==> src/rtl/nes_pad_reader.sv <==
// NES controller poller: drives the 4021 latch/clock pins, samples the serial
// line through a two-flop synchroniser and publishes whole 8-button frames.
module nes_pad_reader #(
  parameter int LATCH_CYC = 1200,
  parameter int HALF_CYC  = 600,
  parameter int POLL_CYC  = 1_666_667
) (
  input  logic       clock,
  input  logic       reset,
  input  logic       trigger,
  input  logic       data_in,
  output logic       latch_o,
  output logic       pulse_o,
  output logic [7:0] buttons,
  output logic       valid,
  output logic       changed,
  output logic       busy
);

  typedef enum logic [2:0] {
    IDLE  = 3'd0,
    LATCH = 3'd1,
    WAIT  = 3'd2,
    PHI   = 3'd3,
    PLO   = 3'd4,
    DONE  = 3'd5
  } state_t;

  localparam int MAX_CYC = (LATCH_CYC > HALF_CYC) ? LATCH_CYC : HALF_CYC;
  localparam int TMR_W   = $clog2(MAX_CYC + 1);
  localparam logic [TMR_W-1:0] LATCH_LAST = TMR_W'(LATCH_CYC - 1);
  localparam logic [TMR_W-1:0] HALF_LAST  = TMR_W'(HALF_CYC - 1);

  state_t           state_r, state_s;
  logic [TMR_W-1:0] timer_r, timer_s;
  logic [2:0]       idx_r, idx_s;
  logic [7:0]       shift_r, shift_s, sample_s, buttons_s;
  logic [1:0]       dsync_r;
  logic             pending_r, pending_s, start_s, poll_tick_s, valid_s, changed_s;

  // Two-flop synchroniser; idles high like an undriven pad line
  always_ff @(posedge clock or posedge reset) begin
    if (reset) begin
      dsync_r <= 2'b11;
    end else begin
      dsync_r <= {dsync_r[0], data_in};
    end
  end

  generate
    if (POLL_CYC > 0) begin : g_poll
      localparam int POLL_W = (POLL_CYC > 1) ? $clog2(POLL_CYC) : 1;
      logic [POLL_W-1:0] poll_cnt_r;
      logic              poll_tick_r;

      // Free-running poll divider; the tick is registered on the wrap
      always_ff @(posedge clock or posedge reset) begin
        if (reset) begin
          poll_cnt_r  <= '0;
          poll_tick_r <= 1'b0;
        end else if (poll_cnt_r == POLL_W'(POLL_CYC - 1)) begin
          poll_cnt_r  <= '0;
          poll_tick_r <= 1'b1;
        end else begin
          poll_cnt_r  <= poll_cnt_r + POLL_W'(1);
          poll_tick_r <= 1'b0;
        end
      end
      assign poll_tick_s = poll_tick_r;
    end else begin : g_no_poll
      assign poll_tick_s = 1'b0;
    end
  endgenerate

  // Next-state, frame datapath and output decode
  always_comb begin
    state_s   = state_r;
    timer_s   = timer_r + TMR_W'(1);
    idx_s     = idx_r;
    shift_s   = shift_r;
    pending_s = pending_r;
    buttons_s = buttons;
    valid_s   = 1'b0;
    changed_s = 1'b0;
    start_s   = trigger | poll_tick_s | pending_r;
    // First sampled bit ends up in bit 0 after eight right shifts
    sample_s  = {~dsync_r[1], shift_r[7:1]};

    if ((state_r != IDLE) && (trigger || poll_tick_s)) begin
      pending_s = 1'b1;
    end else begin
      pending_s = pending_r;
    end

    case (state_r)
      IDLE: begin
        timer_s = '0;
        if (start_s) begin
          state_s   = LATCH;
          pending_s = 1'b0;
        end else begin
          state_s = IDLE;
        end
      end
      LATCH: begin
        if (timer_r == LATCH_LAST) begin
          state_s = WAIT;
          timer_s = '0;
        end else begin
          state_s = LATCH;
        end
      end
      WAIT: begin
        if (timer_r == HALF_LAST) begin
          state_s = PHI;
          timer_s = '0;
          shift_s = sample_s;
          idx_s   = 3'd1;
        end else begin
          state_s = WAIT;
        end
      end
      PHI: begin
        if (timer_r == HALF_LAST) begin
          state_s = PLO;
          timer_s = '0;
        end else begin
          state_s = PHI;
        end
      end
      PLO: begin
        if (timer_r == HALF_LAST) begin
          timer_s = '0;
          shift_s = sample_s;
          if (idx_r == 3'd7) begin
            state_s   = DONE;
            buttons_s = sample_s;
            valid_s   = 1'b1;
            changed_s = (sample_s != buttons);
          end else begin
            state_s = PHI;
            idx_s   = idx_r + 3'd1;
          end
        end else begin
          state_s = PLO;
        end
      end
      DONE: begin
        state_s = IDLE;
        timer_s = '0;
      end
      default: begin
        state_s = IDLE;
        timer_s = '0;
      end
    endcase
  end

  // State register; outputs decode from next state so they are registered
  always_ff @(posedge clock or posedge reset) begin
    if (reset) begin
      state_r   <= IDLE;
      timer_r   <= '0;
      idx_r     <= 3'd0;
      shift_r   <= 8'h00;
      pending_r <= 1'b0;
      buttons   <= 8'h00;
      valid     <= 1'b0;
      changed   <= 1'b0;
      latch_o   <= 1'b0;
      pulse_o   <= 1'b0;
      busy      <= 1'b0;
    end else begin
      state_r   <= state_s;
      timer_r   <= timer_s;
      idx_r     <= idx_s;
      shift_r   <= shift_s;
      pending_r <= pending_s;
      buttons   <= buttons_s;
      valid     <= valid_s;
      changed   <= changed_s;
      latch_o   <= (state_s == LATCH);
      pulse_o   <= (state_s == PHI);
      busy      <= (state_s != IDLE);
    end
  end

endmodule
==> config.mk <==
export PLATFORM = sky130hd
export DESIGN_NAME = nes_pad_reader
export DESIGN_NICKNAME = d
export VERILOG_FILES = /design/src/rtl/nes_pad_reader.sv
export SDC_FILE = /design/constraint.sdc
export NUM_CORES = 1
export LEC_CHECK = 0
export ABC_CLOCK_PERIOD_IN_PS = 3800
export CAP_MARGIN = 25
export CORE_MARGIN = 2
export CORE_UTILIZATION = 45
export CTS_CLUSTER_SIZE = 14
export DETAILED_ROUTE_END_ITERATION = 16
export SLEW_MARGIN = 20
export SYNTH_ARGS = -nofsm -noshare
export SYNTH_HDL_FRONTEND = slang
export SYNTH_SLANG_ARGS = --single-unit
==> constraint.sdc <==
create_clock -name clock -period 3.8 [get_ports clock]
set_clock_uncertainty 0.2 [all_clocks]
set_input_delay 0.76 -clock clock [delete_from_list [all_inputs] [get_ports clock]]
set_output_delay 0.76 -clock clock [all_outputs]
set_load 0.02 [all_outputs]
[After elaboration in Yosys (flattened, before gate mapping)]
Cells that the tools add are included.
Operators by class
  $add $sub $neg: 3
  eq/ne operators: 14
  muxes and demuxes: 25
  bitwise operators: 3
  reductions and logical operators: 11
Operator list (number)
  11-bit 2-to-1 mux: 2
  11-bit one-hot mux with 2 select lines: 1
  21-bit by 1-bit adder with 21-bit output (second input constant): 1
  21-bit == test (second input constant): 1
  21-bit 2-to-1 mux: 1
  3-bit 2-to-1 mux: 6
  3-bit one-hot mux with 5 select lines: 1
  1-bit 2-to-1 mux: 12
  11-bit by 1-bit adder with 11-bit output (second input constant): 1
  11-bit by 10-bit == test with 1-bit output (second input constant): 1
  11-bit == test (second input constant): 1
  3-bit by 2-bit == test with 1-bit output (second input constant): 3
  8-bit inequality test: 1
  3-bit by 1-bit == test with 1-bit output (second input constant): 2
  3-bit == test (second input constant): 2
  2-bit inequality test (second input constant): 3
  3-bit one-hot mux with 2 select lines: 1
  3-bit nonzero test: 2
  4-bit AND reduction: 1
  3-bit by 1-bit adder with 3-bit output (second input constant): 1
  3-bit zero test: 1
  3-bit AND reduction: 1
  3-bit OR reduction: 1
  2-bit 2-to-1 mux: 1
  7 further kinds: 8
Word-level totals
  bits in registers: 63
  input port bits: 4
  output and inout port bits: 13
  word-level logic and storage cells: 70

[Depth between registers and ports, before layout]
  word-level depth: 5
  depth in mapped cells: 7
  gate-level depth less buffers: 6

[Worst setup path after synthesis]
Ideal clock, no wire load.
  kind: register -> register
  start: reg timer_r[0]
  end: reg buttons[0]
  library setup time: 0.125 ns
  data arrival time: 1.777 ns
  required time: 3.475 ns
  path slack: 1.698 ns
  stages on the path, launching flop included: 7
  buffers on the path: 1
  period minus slack after synthesis: 2.102 ns
  cell sequence: dfrtp_1 -> ha_1 -> and4bb_2 -> nand3_2 -> or3_1 -> buf_6 -> mux2_4
Between the ends
  word-level cells in the longest chain between the ends: 2
RTL lines
  from (decl): RTL line 35  | logic [TMR_W-1:0] timer_r, timer_s;
  from (signal assigned): RTL line 175  | timer_r <= timer_s;
  11-bit by 10-bit == test with 1-bit output: RTL line 132  | if (timer_r == HALF_LAST) begin
  3-bit AND reduction (no source line)
  to (signal assigned): RTL line 179  | buttons <= buttons_s;
  to (decl): RTL line 14  | output logic [7:0] buttons,
Every way passes these cells.
A chain may end at the register's enable or synchronous reset.

[Worst setup path after layout]
  start: reg timer_r[0]
  end: reg buttons[6]
Same word-level chain as after synthesis.

==> impl_metrics.yaml <==
worst_setup_path:
  startpoint: "timer_r[0]"
  crit_required_ps: 3820
  rr_worst_depth: 5
  path_class: "flop to flop"
  cp_max_fo: 9
  max_stage_delay_ps: 620
  cp_top_family: "simple AND/OR/NAND/NOR gates"
  worst_setup_path_end_kind: "flop"
  critPathSlowestCell: "or3_1"
  crit_arrival_ps: 2390
  rr_startpoint: "timer_r[0]"
  startpoint_type: "flop"
  path_cells: "ha_1 -> and4bb_2 -> nand3_2 -> or3_1 -> mux2_4"
  crit_cells: 5
  path_buf_inv: 0
detailed_routing:
  met3_length_um: 138
  drt_iter0_drc: 69
  met1_length_um: 2640
  dr_wl_met2_um: 2370
  ant_nets: 0
  first_pass_iters: 4
  routed_wl_um: 5250
  avgViaCountPerCell: 5.41
  dr_total_vias: 1973
  drc: 0
  wl_per_cell_um: 14.4
  routed.top_layer: "met4"
logic_synthesis:
  yosysMostFrequentCell: "dfrtp_1"
  yosysSeqAreaShare_pct: 52.5
  ys.flop_type: "dfrtp_1"
  synth_top_family_by_area: "simple AND/OR/NAND/NOR gates"
  synthMuxAreaShare_pct: 7.52
  yosysTopAreaCell: "dfrtp_1"
  synth_compound_area_share_pct: 4.39
  netlist_instances: 261
  syn_area_sq_um: 2960
  synthSimpleGateAreaFrac_pct: 20.9
  yosysUniqueCellTypes: 48
  synth_top_area_share_pct: 50.7
  synth_top_cells_by_area: "dfrtp_1, xor2_1, xnor2_1"
  ys_ff_latch: 62
  ys_top_cells_by_count: "dfrtp_1, nor2_1, xor2_1"
  synth_nets: 270
  avgSynthCellArea_sq_um: 11.3
  yosys.area_share.adder_pct: 2.11
  yosys_warnings: 0
  ys_async_sr_fraction_pct: 100
  synth-edff-count: 0
  synth-xor-area-share_pct: 10.1
global_route:
  grt_pass1_vias: 1955
  grt_use_total_pct: 16.3
  antenna_found_initial: 0
  grt_start_max_net_pins: 40
  grt_pass1_wl_um: 9380
  grt_overflow: 0
sta:
  max_freq_mhz: 421
  hold_violations: 0
  layout_min_cycle_time_ps: 2370
  worst_hold_slack_ps: 158
  finalSetupViolations: 0
  slew_headroom_pct: 40.0
  period_share_pct: 62.5
  worst_pin_slew_ps: 900
  slew_violations: 0
  setup_slack_ps: 1430
  rsz0062_at_grt: "false"
  setup_tns_ps: 0
placement:
  placedCellCount: 349
  io_buffer_count: 16
  pre_cts_ws_ps: 1430
  dp_hpwl_um: 3680
  place.gp.congestion: 0.769
cts:
  clockBufferDepth: 2
  insertion_delay_ps: 330
  cts_tree: "built"
  cts_htree_levels: 3
  cts_inserted_buffers: 9
  cts_resized: 0
  hold_buffers: 0
  clock-sinks: 62
  cts-root-buf: "clkbuf_8"
  cts_setup_buffers: 0
  clk_pin_slew_worst_paths_ps: 70
final_layout:
  antenna_cells: 0
  area_growth_pct: 16.9
  fin_cells: 365
  drive_gt1_share_pct: 14.9
  fin_nets: 292
power:
  swShare_pct: 19.2
  clkPwrFrac_pct: 53.1
  p_total_mw: 1.45
  p_seq_share_pct: 45.7
  p_per_area_nw_per_um2: 419
  max-vdd-ir-drop_v: 0.000303
  leakage_nw: 1.57
  p_int_mw: 1.17
  combPwrFrac_pct: 1.3
  power_switching_mw: 0.278
job:
  max-cap-violations: 0
floorplan:
  pin_count: 17
  die_h_um: 85.1
  start_util_pct: 46.6
  rows: 29
  die_area_sq_um: 7250
  die_width_um: 85.1
  fp.coreArea_sq_um: 6350
hold_path:
  holdCritPathClass: "flop to flop"
  min_from: "dsync_r[0]"
  whs_path_depth: 0
run_status:
  status: "finished clean"
## metal layers
layer,global-route usage [%],up-vias
met5,0,-
met4,7.36,0
met2,23.6,25
met1,23.6,954
met3,3.50,10
li1,-,984
## cell usage in the layout, fill, tap and decap left out, types with 4 or more instances in the layout
cell type / instances
nor2_1: 28
inv_1: 7
clkdlybuf4s50_1: 16
a21oi_1: 5
clkbuf_8: 9
and4_1: 5
mux2_2: 6
bufinv_16: 4
o21ai_0: 5
ha_1: 5
xnor2_1: 14
mux2i_1: 5
nor3_1: 6
dfrtp_1: 60
nor4_1: 5
nand3_1: 12
or3_1: 4
mux2_4: 7
xor2_1: 20
nand2_1: 10
nand4_1: 11
## final cells by class
| cell class | instances | area (sq um) |
|---|---|---|
| Sequential cell | 62 | 1550 |
| Tap cell | 77 | 96.3 |
| Inverter | 8 | 30.0 |
| Clock inverter | 7 | 145 |
| Fill cell | 562 | 2890 |
| Clock buffer | 9 | 124 |
| Timing Repair Buffer | 19 | 183 |
| Multi-Input combinational cell | 183 | 1330 |
## worst reg2reg max path: stages, from the launching register on
cell	delay (ps)
dfrtp_1	390
ha_1	250
and4bb_2	290
nand3_2	150
or3_1	620
mux2_4	380
## final timing paths
kind                                         to  slack, ps
max                                  buttons[6]       1430
min                                  dsync_r[1]        160
max reg2reg                          buttons[6]       1430
min reg2reg                          dsync_r[1]        160
max in group asynchronous  g_poll.poll_cnt_r[3]       2370
min in group asynchronous            buttons[1]        600
## power groups by stage
stage                     Sequential (mW)  Combinational (mW)  Clock (mW)
after floorplan                     0.675              0.0104           0
after global placement              0.675              0.0191           0
after detailed placement            0.675              0.0198           0
after CTS                           0.662              0.0197       0.788
after global routing                0.662              0.0221       0.821
final                               0.662              0.0181       0.769
## cells by family after synthesis
logic type / Yosys count
AO/OA/AOI/OAI: 20
XOR/XNOR: 34
adder cells (fa/ha/maj): 5
buffers and inverters: 16
flip-flops: 62
multiplexers: 18
AND/OR/NAND/NOR: 106
## sequential cells by signal, indices dropped and copies added (netlist names)
name	count
busy	1
buttons	8
changed	1
dsync_r	2
g_poll.poll_cnt_r	21
g_poll.poll_tick_r	1
idx_r	3
latch_o	1
pending_r	1
pulse_o	1
shift_r	7
state_r	3
timer_r	11
valid	1
## through the flow
step | instance area, sq um | utilization [%]
after CTS | 3460 | 54.5
final | 3460 | 54.5
after global routing | 3460 | 54.5
after global placement | 3190 | 50.3
after detailed placement | 3190 | 50.3
after floorplan | 2960 | -
Power figures use the tool's default switching activity.
